## src/rtl/dphy_lane_deskew_if.sv

```systemverilog
// Byte-lane bundle between the D-PHY lane receivers, the deskew block and the CSI-2 parser.
// master drives lanes and parser controls; slave is the deskew block.
interface dphy_lane_deskew_if #(
    parameter int DATA_LANES = 4,
    parameter int MAX_SKEW   = 3
);
    localparam int SKEW_W = (MAX_SKEW + 1 > 2) ? $clog2(MAX_SKEW + 1) : 1;
    localparam int LANE_W = $clog2(DATA_LANES + 1);

    logic                           enable_i;
    logic [LANE_W-1:0]              active_lanes_i;
    logic                           wait_for_sync_i;
    logic                           pkt_done_i;
    logic [DATA_LANES*8-1:0]        byte_data_i;
    logic [DATA_LANES-1:0]          valid_i;
    logic                           pkt_done_o;
    logic [DATA_LANES*8-1:0]        word_o;
    logic                           valid_o;
    logic                           skew_err_o;
    logic [DATA_LANES*SKEW_W-1:0]   lane_skew_o;

    modport master (
        output enable_i, active_lanes_i, wait_for_sync_i, pkt_done_i, byte_data_i, valid_i,
        input  pkt_done_o, word_o, valid_o, skew_err_o, lane_skew_o
    );

    modport slave (
        input  enable_i, active_lanes_i, wait_for_sync_i, pkt_done_i, byte_data_i, valid_i,
        output pkt_done_o, word_o, valid_o, skew_err_o, lane_skew_o
    );
endinterface

```

## src/rtl/dphy_lane_deskew.sv

```systemverilog
// D-PHY lane deskew: aligns up to DATA_LANES byte lanes with MAX_SKEW cycles of skew; latency 2 cycles on the latest lane.
// No backpressure: enable_i freezes delay lines and FSM, output registers keep loading from the held taps.
module dphy_lane_deskew #(
    parameter int DATA_LANES = 4,
    parameter int MAX_SKEW   = 3
) (
    input  logic              byte_clk_i,
    input  logic              rst_i,
    dphy_lane_deskew_if.slave bus
);
    localparam int TAPS   = MAX_SKEW + 1;
    localparam int SKEW_W = (TAPS > 2) ? $clog2(TAPS) : 1;
    localparam int LANE_W = $clog2(DATA_LANES + 1);
    localparam int RUN_W  = $clog2(TAPS + 1);

    typedef enum logic [1:0] {ST_IDLE, ST_ALIGN, ST_LOCKED, ST_DRAIN} state_t;

    state_t                  r_state;
    state_t                  w_state_nxt;
    logic [7:0]              r_tap_dat [DATA_LANES][TAPS];
    logic [DATA_LANES-1:0]   r_d1_vld;
    logic [DATA_LANES-1:0]   r_mask;
    logic [RUN_W-1:0]        r_run     [DATA_LANES];
    logic [SKEW_W-1:0]       r_sel     [DATA_LANES];
    logic [DATA_LANES*8-1:0] r_word;
    logic                    r_valid;
    logic                    r_skew_err;

    logic [DATA_LANES-1:0]   w_vld;
    logic [DATA_LANES-1:0]   w_mask_nxt;
    logic [LANE_W-1:0]       w_act_n;
    logic [RUN_W-1:0]        w_run_nxt [DATA_LANES];
    logic [SKEW_W-1:0]       w_tap_sel [DATA_LANES];
    logic                    w_all_vld;
    logic                    w_bad;
    logic                    w_lock;
    logic                    w_err;

    assign w_vld = r_d1_vld & r_mask;

    // Out-of-range lane counts fall back to every physical lane.
    always_comb begin
        w_act_n = bus.active_lanes_i;
        if (bus.active_lanes_i == '0 || int'(bus.active_lanes_i) > DATA_LANES)
            w_act_n = LANE_W'(DATA_LANES);
        for (int i = 0; i < DATA_LANES; i++)
            w_mask_nxt[i] = (i < int'(w_act_n));
    end

    always_comb begin
        w_all_vld = 1'b1;
        w_bad     = 1'b0;
        for (int i = 0; i < DATA_LANES; i++) begin
            w_run_nxt[i] = '0;
            w_tap_sel[i] = '0;
            if (w_vld[i]) begin
                w_run_nxt[i] = (r_run[i] == RUN_W'(TAPS)) ? r_run[i] : r_run[i] + RUN_W'(1);
                w_tap_sel[i] = SKEW_W'(w_run_nxt[i] - RUN_W'(1));
            end
            if (r_mask[i]) begin
                if (!w_vld[i])
                    w_all_vld = 1'b0;
                if (w_run_nxt[i] == RUN_W'(TAPS) || (!w_vld[i] && r_run[i] != '0))
                    w_bad = 1'b1;
            end
        end
    end

    always_ff @(posedge byte_clk_i) begin
        if (rst_i)
            r_state <= ST_IDLE;
        else
            r_state <= w_state_nxt;
    end

    always_comb begin
        w_state_nxt = r_state;
        w_lock      = 1'b0;
        w_err       = 1'b0;
        case (r_state)
            ST_IDLE: begin
                if (bus.enable_i && bus.wait_for_sync_i)
                    w_state_nxt = ST_ALIGN;
            end
            ST_ALIGN: begin
                if (bus.enable_i && w_all_vld) begin
                    w_lock      = 1'b1;
                    w_state_nxt = ST_LOCKED;
                end else if (bus.enable_i && w_bad) begin
                    w_err       = 1'b1;
                    w_state_nxt = ST_DRAIN;
                end else if (!bus.wait_for_sync_i || bus.pkt_done_i) begin
                    w_state_nxt = ST_IDLE;
                end
            end
            ST_LOCKED: begin
                if (bus.pkt_done_i)
                    w_state_nxt = ST_IDLE;
            end
            ST_DRAIN: begin
                if (bus.enable_i && w_vld == '0)
                    w_state_nxt = ST_IDLE;
            end
            default: w_state_nxt = ST_IDLE;
        endcase
    end

    always_ff @(posedge byte_clk_i) begin
        if (rst_i) begin
            for (int i = 0; i < DATA_LANES; i++) begin
                for (int k = 0; k < TAPS; k++)
                    r_tap_dat[i][k] <= '0;
                r_run[i] <= '0;
                r_sel[i] <= '0;
            end
            r_d1_vld   <= '0;
            r_mask     <= '1;
            r_word     <= '0;
            r_valid    <= 1'b0;
            r_skew_err <= 1'b0;
        end else begin
            if (bus.enable_i) begin
                for (int i = 0; i < DATA_LANES; i++) begin
                    r_tap_dat[i][0] <= bus.byte_data_i[i*8 +: 8];
                    for (int k = 1; k < TAPS; k++)
                        r_tap_dat[i][k] <= r_tap_dat[i][k-1];
                    r_run[i] <= (r_state == ST_ALIGN) ? w_run_nxt[i] : '0;
                end
                r_d1_vld <= bus.valid_i;
                if (r_state == ST_IDLE)
                    r_mask <= w_mask_nxt;
            end
            r_skew_err <= w_err;
            r_valid    <= (w_state_nxt == ST_LOCKED);
            // Lock edge picks each lane's tap from its run length so beat 0 is byte 0 everywhere.
            if (w_lock) begin
                for (int i = 0; i < DATA_LANES; i++) begin
                    r_sel[i]          <= w_tap_sel[i];
                    r_word[i*8 +: 8]  <= r_mask[i] ? r_tap_dat[i][w_tap_sel[i]] : 8'h00;
                end
            end else if (r_state == ST_LOCKED) begin
                for (int i = 0; i < DATA_LANES; i++)
                    r_word[i*8 +: 8] <= r_mask[i] ? r_tap_dat[i][r_sel[i]] : 8'h00;
            end
        end
    end

    always_comb begin
        for (int i = 0; i < DATA_LANES; i++)
            bus.lane_skew_o[i*SKEW_W +: SKEW_W] = r_sel[i];
    end

    assign bus.word_o     = r_word;
    assign bus.valid_o    = r_valid;
    assign bus.skew_err_o = r_skew_err;
    assign bus.pkt_done_o = bus.pkt_done_i | r_skew_err;
endmodule

```

## src/flat_wrapper.sv

```systemverilog
// flat-port wrapper written by rule: the top's interface ports become plain ports
module dphy_lane_deskew_flat 
#(
    parameter int DATA_LANES = 4,
    parameter int MAX_SKEW   = 3
)
  (byte_clk_i, rst_i, bus_enable_i, bus_active_lanes_i, bus_wait_for_sync_i, bus_pkt_done_i, bus_byte_data_i, bus_valid_i, bus_pkt_done_o, bus_word_o, bus_valid_o, bus_skew_err_o, bus_lane_skew_o);
  dphy_lane_deskew_if #(.DATA_LANES(DATA_LANES), .MAX_SKEW(MAX_SKEW)) bus_i ();
  input  logic byte_clk_i;
  input  logic rst_i;
  input wire logic [$bits(bus_i.enable_i)-1:0] bus_enable_i;
  input wire logic [$bits(bus_i.active_lanes_i)-1:0] bus_active_lanes_i;
  input wire logic [$bits(bus_i.wait_for_sync_i)-1:0] bus_wait_for_sync_i;
  input wire logic [$bits(bus_i.pkt_done_i)-1:0] bus_pkt_done_i;
  input wire logic [$bits(bus_i.byte_data_i)-1:0] bus_byte_data_i;
  input wire logic [$bits(bus_i.valid_i)-1:0] bus_valid_i;
  output wire logic [$bits(bus_i.pkt_done_o)-1:0] bus_pkt_done_o;
  output wire logic [$bits(bus_i.word_o)-1:0] bus_word_o;
  output wire logic [$bits(bus_i.valid_o)-1:0] bus_valid_o;
  output wire logic [$bits(bus_i.skew_err_o)-1:0] bus_skew_err_o;
  output wire logic [$bits(bus_i.lane_skew_o)-1:0] bus_lane_skew_o;
  assign bus_i.enable_i = bus_enable_i;
  assign bus_i.active_lanes_i = bus_active_lanes_i;
  assign bus_i.wait_for_sync_i = bus_wait_for_sync_i;
  assign bus_i.pkt_done_i = bus_pkt_done_i;
  assign bus_i.byte_data_i = bus_byte_data_i;
  assign bus_i.valid_i = bus_valid_i;
  assign bus_pkt_done_o = bus_i.pkt_done_o;
  assign bus_word_o = bus_i.word_o;
  assign bus_valid_o = bus_i.valid_o;
  assign bus_skew_err_o = bus_i.skew_err_o;
  assign bus_lane_skew_o = bus_i.lane_skew_o;
  dphy_lane_deskew #(.DATA_LANES(DATA_LANES), .MAX_SKEW(MAX_SKEW)) u_core (.byte_clk_i(byte_clk_i), .rst_i(rst_i), .bus(bus_i));
endmodule
```

## config.mk

```make
export PLATFORM = sky130hd
export DESIGN_NAME = dphy_lane_deskew_flat
export DESIGN_NICKNAME = d
export VERILOG_FILES = /design/src/rtl/dphy_lane_deskew_if.sv /design/src/rtl/dphy_lane_deskew.sv /design/src/flat_wrapper.sv
export SDC_FILE = /design/constraint.sdc
export NUM_CORES = 1
export LEC_CHECK = 0
export ABC_AREA = 1
export BUFFER_PORTS_ARGS = -buffer_cell sky130_fd_sc_hd__buf_4
export CORE_MARGIN = 4
export CORE_UTILIZATION = 35
export DETAILED_ROUTE_END_ITERATION = 16
export PLACE_DENSITY = 0.48
export SYNTH_ARGS = -nofsm -noshare
export SYNTH_HDL_FRONTEND = slang
export SYNTH_SLANG_ARGS = --single-unit
export TNS_END_PERCENT = 50
```

## constraint.sdc

```tcl
create_clock -name byte_clk_i -period 7.7 [get_ports byte_clk_i]
set_clock_uncertainty 0.1 [all_clocks]
set_input_delay 0.385 -clock byte_clk_i [delete_from_list [all_inputs] [get_ports byte_clk_i]]
set_output_delay 0.385 -clock byte_clk_i [all_outputs]
set_load 0.01 [all_outputs]
```

==> reports/results.tsv <==
metric	value	unit
detail_route.iter0.violations	617	
rr_startpoint	u_core.r_run[2][0]	
drive_above_1_share	12.2	%
track_usage	17.0	%
synth_top_area_share	44.3	%
critical_path_class	input pin to flip-flop	
cp-end-kind	flip-flop	
crit_top_cell	buf_4	
startpoint_type	input pin	
min_from	bus_valid_i[3]	
fin_ws	4.75	ns
synth_edf_count	148	
place.detailed.hpwl	16.1	mm
r2r_end	u_core.bus.word_o[20]	
setup_viol	0	
ys_seq_area_share	53.1	%
worstRegToRegCells	13	
hold_depth	3	
cts_htree_levels	4	
cts_setup_buffers	0	
period_needed	2.95	ns
r2r_slack	4.87	ns
fin_nets	1344	
ys_warn_count	0	
grt_max_degree	73	
fin_tns_setup	0	ns
grt_setup_unrepaired	false	
cts_made_buffers	17	
io_buffers	86	
leakagePower	4.86	nW
worst_slew_pin_slew	1.03	ns
synth.net_count	1293	
cts_tree	yes	
yosysTopAreaCell	edfxtp_1	
dieArea	31400	µm²
relSlewSlack	31.1	%
diodes	0	
finalHoldViolations	0	
whs_endpoint	u_core.r_d1_vld[3]	
clk_latency	0.43	ns
maxCapViolations	0	
synth_most_common_cell	nand2_1	
cts_resized	0	
vias_per_cell	4.86	
wl_met2	12.4	mm
fin_hold_ws	0.0815	ns
route.met3.wl	1.14	mm
syn_to_final_growth	14.6	%
hp-class	input pin to flip-flop	
arrival	2.89	ns
finalCritPeriodShare	38.3	%
critPathMaxFanout	72	
synth.distinct_cells	34	
gp_congestion	0.812	
ys_seq_elements	192	
wl_met1	12.8	mm
max-clock-path-buffers	2	
slew_viol_final	0	
rows	61	
core_area	28000	µm²
ios	87	
synth_area	10000	µm²
remaining_drc_errors	0	
outcome	complete, no violations	
netlist_instances	1240	
max_freq	339	MHz
routed_wl	26.6	mm
holdBufCountCts	0	
clock_sinks	192	
preCtsSetupSlack	4.25	ns
power_density	207	nW/µm²
gr-total-overflow	0	
fp.dieW	177	µm
die_h	177	µm
crit_slowest_cell	buf_4	
wl_per_cell	15.8	µm
grt_antenna_before_repair	0	
grt_pass1_vias	7712	
route.top_layer_used	met4	
clk_pin_slew	0.07	ns
path_cells	buf_4, inv_1, nand2_4, buf_4	
crit_required	7.65	ns
critical-path-max-stage-delay	0.85	ns
vias	8169	
synthArstFlopShare	0	%
dr.pass1.iters	5	
ant_nets	0	
grt_pass1_wl	42.0	mm
synth_area_leaders	edfxtp_1, nand2_1, dfxtp_1	
synth_common_cells	nand2_1, inv_1, nor2_1, edfxtp_1, nand3_1	
syn_area_per_cell	8.09	µm²
root_buffer	clkbuf_16	
irDropWorstVdd	0.108	mV
synthFlopType	edfxtp_1	
start_util	35.8	%
post-route-util	41.0	%
==> registers in the layout (all words and copies together), names as in the netlist <==
signal and cells:
u_core.r_d1_vld 4, u_core.bus.word_o 32, u_core.r_sel 8, u_core.bus.skew_err_o 1
u_core.r_tap_dat 128, u_core.r_state 2, u_core.r_mask 4, u_core.r_run 12
u_core.bus.valid_o 1
==> cells by family after synthesis <==
group | count (synthesis) | share of synthesized area, %
adder cells (fa/ha/maj) | 9 | 1.12
buffers and inverters | 244 | 9.91
flip-flops | 192 | 53.1
AO/OA/AOI/OAI | 222 | 11.7
AND/OR/NAND/NOR | 573 | 24.2
==> how the worst max path moves through the flow <==
stage / start / end / slack (ns) / cells after the start
after floorplan: rst_i / u_core.r_run[0][0] / 3.36 / 3
after global placement: rst_i / u_core.r_tap_dat[1][20] / 4.24 / 4
after detailed placement: rst_i / u_core.r_tap_dat[1][28] / 4.25 / 4
after CTS: rst_i / u_core.r_tap_dat[1][0] / 4.68 / 4
after global routing: rst_i / u_core.r_tap_dat[1][0] / 4.53 / 4
final: rst_i / u_core.r_run[1][2] / 4.75 / 4
==> layer usage <==
metal	track usage (%)	up-vias
met2	27.4	188
met3	2.91	24
met4	3.77	0
met1	24.1	3807
met5	0	-
li1	-	4150
==> stage by stage <==
step	instances	cell area (µm²)	power (mW)
5_1_grt	1682	11500	2.48
2_1_floorplan	1240	10000	1.40
6_report	1682	11500	2.37
3_5_place_dp	1650	10900	1.48
3_3_place_gp	1650	10900	1.48
4_1_cts	1682	11500	2.40
==> where the power goes <==
part | leakage (nW) | internal (mW) | switching [mW]
logic | 2.59 | 0.0784 | 0.161
registers | 1.99 | 1.17 | 0.0375
clock network | 0.284 | 0.516 | 0.407
total | 4.86 | 1.77 | 0.606
==> worst max-delay path: cells and delay by family <==
| family | cells | cell delay [ns] |
|---|---|---|
| buffers and inverters | 3 | 1.63 |
| AND/OR/NAND/NOR | 1 | 0.77 |
==> cell usage in the layout, fill, tap and decap left out, types with 2 or more instances in the layout <==
cell,instances
and3_1,2
clkinv_4,3
inv_2,10
nand2_2,8
nor2_1,160
o21ai_1,12
clkbuf_16,17
o21ai_4,2
inv_6,4
nor3_1,10
a21oi_1,101
bufinv_16,3
nor2_2,2
nand4_1,2
nand3_1,135
edfxtp_1,148
dfxtp_1,44
nand2_4,5
o21ai_0,98
nand2_1,242
clkinv_2,2
buf_4,89
ha_1,9
a31oi_1,2
or2_2,3
o21ai_2,5
inv_1,173
clkbuf_1,4
==> layout make-up <==
type | instances | area, µm²
fillers | 2838 | 16500
clock buffers | 21 | 440
multi-input cells | 804 | 3720
flip-flops and latches | 192 | 5330
well taps | 378 | 473
repair buffers | 89 | 668
inverters | 187 | 712
clock inverters | 11 | 154
(Power assumes the default switching activity.)
